[config.mk]
export PLATFORM = sky130hd
export DESIGN_NAME = display_interface_controller
export DESIGN_NICKNAME = d
export VERILOG_FILES = /design/src/rtl/display_interface_controller.sv
export SDC_FILE = /design/constraint.sdc
export NUM_CORES = 1
export LEC_CHECK = 0
export ABC_CLOCK_PERIOD_IN_PS = 1930
export CAP_MARGIN = 20
export CORE_ASPECT_RATIO = 1.2
export CORE_MARGIN = 2
export CORE_UTILIZATION = 25
export CTS_BUF_LIST = sky130_fd_sc_hd__clkbuf_4 sky130_fd_sc_hd__clkbuf_8
export CTS_CLUSTER_DIAMETER = 40
export DETAILED_ROUTE_END_ITERATION = 10
export PLACE_DENSITY = 0.43
export SYNTH_ARGS = -nofsm -noshare
export SYNTH_HDL_FRONTEND = slang
export SYNTH_SLANG_ARGS = --single-unit
[constraint.sdc]
create_clock -name clk -period 1.93 [get_ports clk]
set_input_delay 0.579 -clock clk [delete_from_list [all_inputs] [get_ports clk]]
set_output_delay 0.579 -clock clk [all_outputs]
set_load 0.01 [all_outputs]
[src/rtl/display_interface_controller.sv]
// Four-digit multiplexed seven-segment driver: scans digits right to left and
// shows one of four fixed hex messages chosen by s, with the DP marking the mode.
module display_interface_controller #(
  parameter int REFRESH_DIV = 100000,
  parameter int CNT_W       = 17
) (
  input  logic       clk,
  input  logic       rst,
  input  logic [1:0] s,
  output logic [3:0] E,
  output logic [6:0] sevenSeg,
  output logic       DP
);

  localparam logic [CNT_W-1:0] CNT_MAX = CNT_W'(REFRESH_DIV - 1);

  logic [CNT_W-1:0] cnt_q, cnt_d;
  logic [1:0]       p_q, p_d;
  logic [3:0]       e_q, e_d;
  logic [6:0]       seg_q, seg_d;
  logic             dp_q, dp_d;
  logic             wrap;

  // Active-low gfedcba pattern for one hex nibble.
  function automatic logic [6:0] hex_to_seg(input logic [3:0] nib);
    logic [6:0] seg;
    seg = 7'h7F;
    case (nib)
      4'h0: seg = 7'h40;
      4'h1: seg = 7'h79;
      4'h2: seg = 7'h24;
      4'h3: seg = 7'h30;
      4'h4: seg = 7'h19;
      4'h5: seg = 7'h12;
      4'h6: seg = 7'h02;
      4'h7: seg = 7'h78;
      4'h8: seg = 7'h00;
      4'h9: seg = 7'h10;
      4'hA: seg = 7'h08;
      4'hB: seg = 7'h03;
      4'hC: seg = 7'h46;
      4'hD: seg = 7'h21;
      4'hE: seg = 7'h06;
      4'hF: seg = 7'h0E;
      default: seg = 7'h7F;
    endcase
    return seg;
  endfunction

  always_comb begin
    wrap  = (cnt_q == CNT_MAX);
    cnt_d = wrap ? '0 : cnt_q + CNT_W'(1);
    p_d   = wrap ? p_q + 2'd1 : p_q;
    e_d   = ~(4'b0001 << p_q);
    // Leftmost digit (p=3) carries the lowest value of the group: 3-p == ~p.
    seg_d = hex_to_seg({s, ~p_q});
    dp_d  = (p_q != s);
  end

  always_ff @(posedge clk or posedge rst) begin
    if (rst) begin
      cnt_q <= '0;
      p_q   <= '0;
      e_q   <= 4'b1111;
      seg_q <= 7'h7F;
      dp_q  <= 1'b1;
    end else begin
      cnt_q <= cnt_d;
      p_q   <= p_d;
      e_q   <= e_d;
      seg_q <= seg_d;
      dp_q  <= dp_d;
    end
  end

  assign E        = e_q;
  assign sevenSeg = seg_q;
  assign DP       = dp_q;

endmodule

==> flow_summary.toml <==
[global_routing]
use_met2_pct = 16.6
use_met3_pct = 3.45
antenna_found_initial = 0
grt_start_max_net_pins = 32
grt_util_met1_pct = 11.6
grt.overflow.total = 0
grt_pass1_wl_um = 4920
grtUsageTotal_pct = 10.0
busiest_layer = "met2"
grt_pass1_vias = 1075

[power_and_ir_drop]
power.internal_mw = 0.983
clkPwrFrac_pct = 40.9
switchingPower_mw = 0.273
sw_frac_of_total_pct = 21.8
power.density_nw_per_um2 = 674
p_seq_share_pct = 53.4
power.total_mw = 1.26
peakVddDrop_v = 0.000360
p_comb_share_pct = 5.7
p_leak_nw = 0.877

[clock_network]
clockBufferDepth = 2
cts_sinks = 31
post_cts_buffers = 0
clk_latency_ns = 0.28
cts_buffers = 5
clkSlewWorstSetupHoldPaths_ns = 0.06
cts_max_level = 2
tritoncts = "yes"
cts_hold_buf = 0
clockRootBuffer = "clkbuf_8"

[logic_synthesis]
synth_cell_type_count = 37
syn_inst = 130
synth_top_area_cell = "dfrtp_1"
syn_avg_cell_area_sq_um = 11.3
synth_edf_count = 0
synth_top_flop_cell = "dfrtp_1"
synth_area_leaders = "dfrtp_1 (32%), dfstp_2 (22%), ha_1 (6.0%)"
synth_top_area_share_pct = 32.5
syn_area_sq_um = 1470
ys_warn_count = 0
ys_seq_area_share_pct = 54.0
syn-num-nets = 141
synth-seq-cells = 31
synthArstFlopShare_pct = 100

[floorplanning]
ios = 16
die_h_um = 87.9
core_area_sq_um = 5670
die_w_um = 73.9
start_util_pct = 25.8
dieArea_sq_um = 6490
rows = 30

[status]
status = "finished, final reports clean"

[finish]
drive_gt1_share_pct = 19.9
fin_nets = 166
mostFrequentLayoutCell = "dfrtp_1"
regArea_sq_um = 791
nFillCells = 581
area_growth_pct = 27.2
antennaDiodeCount = 0
layout_common_cells = "dfrtp_1 (19), dfstp_2 (12), inv_1 (12)"
multiInputGateArea_sq_um = 611

[placement]
portBuffers = 15
dpl.hpwl_um = 2030
place_congestion = 0.741

[min_path]
min_path_type = "register to register"
min_path_cells = 1

[setup_path]
rrSetupSlack_ns = 0.11
crit_family = "buffers and inverters"
crit_slowest_cell = "clkdlybuf4s50_1"
regToRegStartpoint = "cnt_q[12]"
cp-endpoint = "E[3]"
r2r_end = "cnt_q[1]"
arrival_ns = 1.31
startpoint = "E[3]"
required_ns = 1.35
cp-end-kind = "output pin"
path_depth = 1
rr_worst_depth = 4
path_max_fanout = 1
start_kind = "register"
cpPeakStageDelay_ns = 0.52
crit_chain = "clkdlybuf4s50_1"
cp_num_buf_inv = 1
crit_type = "register to output pin"

[timing]
hold_viol = 0
setup_tns_ns = 0
maxSlewHeadroom_pct = 67.8
setup_violations = 0
fin_crit_ns = 1.89
worst_slew_pin_slew_ns = 0.479
rsz0062_at_grt = "no"
whs_ns = 0.486
skew_ns = 0.00675
clock.fmax_mhz = 529
fin_crit_sh_pct = 97.9
slew_violations = 0

[detailed_routing]
drt_pass1_iterations = 5
vias = 1037
detail_route.vias_per_cell = 4.39
wl_um = 2810
drc = 0
ant_nets = 0
routedWlPerCell_um = 11.9
drt_first_iter_violations = 42

[flow_run]
maxCapViolCount = 0
[worst min path at each step]
stage | slack [ns] | endpoint | from
after floorplan | 0.45 | cnt_q[0] | cnt_q[0]
after global placement | 0.47 | cnt_q[0] | cnt_q[0]
after detailed placement | 0.49 | cnt_q[0] | cnt_q[0]
after CTS | 0.50 | cnt_q[0] | cnt_q[0]
after global routing | 0.52 | cnt_q[0] | cnt_q[0]
final | 0.49 | cnt_q[0] | cnt_q[0]
[synthesized netlist by cell type, types with 2 or more instances]
cell and count:
clkbuf_1 2, and2_1 2, xor2_1 5, a21oi_1 2, ha_1 7, o21ai_0 8, and4_1 2, inv_1 12
dfrtp_1 19, dfstp_2 12, xnor2_1 9, nand2_1 6, nand4_1 3, nand3_1 6, nor2_1 10, and3_1 3
nor3_1 2
[through the flow]
stage                     worst slack [ns]  cell area (sq um)  std cells  utilization (%)
after detailed placement           -0.0231               1750        228             30.9
after floorplan                      0.300               1470        130                -
after global routing               0.00140               1860        236             32.9
after global placement              0.0345               1750        228             30.9
final                               0.0403               1860        236             32.9
after CTS                          0.00687               1840        236             32.5
[kinds of logic after synthesis]
group	after synthesis	share of synthesized area [%]
compound gates	17	7.17
xor+xnor	14	8.37
fa+ha+maj	7	5.98
buf+inv	15	4.36
flops	31	54.0
mux	2	2.22
simple gates	44	17.9
[per-layer routing]
metal,share of wire [%],vias up
met4,2.0,0
li1,-,490
met1,42,519
met2,52,23
met5,0,-
met3,3.6,5
[area by class of cell]
cell class	instances	area share [%]
tap	80	5.37
clock inverter	1	0.269
timing repair buffer	21	12.2
multi-input combinational	84	32.8
inverter	12	2.42
sequential	31	42.4
clock buffer	7	4.50
[power groups by stage]
| stage | clock network [mW] | registers (mW) | logic (mW) |
|---|---|---|---|
| 6_report | 0.514 | 0.670 | 0.0719 |
| 5_1_grt | 0.575 | 0.671 | 0.0804 |
| 4_1_cts | 0.536 | 0.671 | 0.0766 |
| 3_5_place_dp | 0 | 0.682 | 0.0785 |
| 3_3_place_gp | 0 | 0.682 | 0.0774 |
| 2_1_floorplan | 0 | 0.688 | 0.0284 |
[flip-flops by register name, summed over array words and instances (netlist names)]
register  flops
cnt_q        17
sevenSeg      7
E             4
p_q           2
DP            1
[what timing repair did]
item / CTS / global route
pin swaps: 0 / 0
resized for setup: 2 / 9
setup endpoints to repair: 2 / 9
gates cloned: 0 / 0
Power figures use the tool's default switching activity.
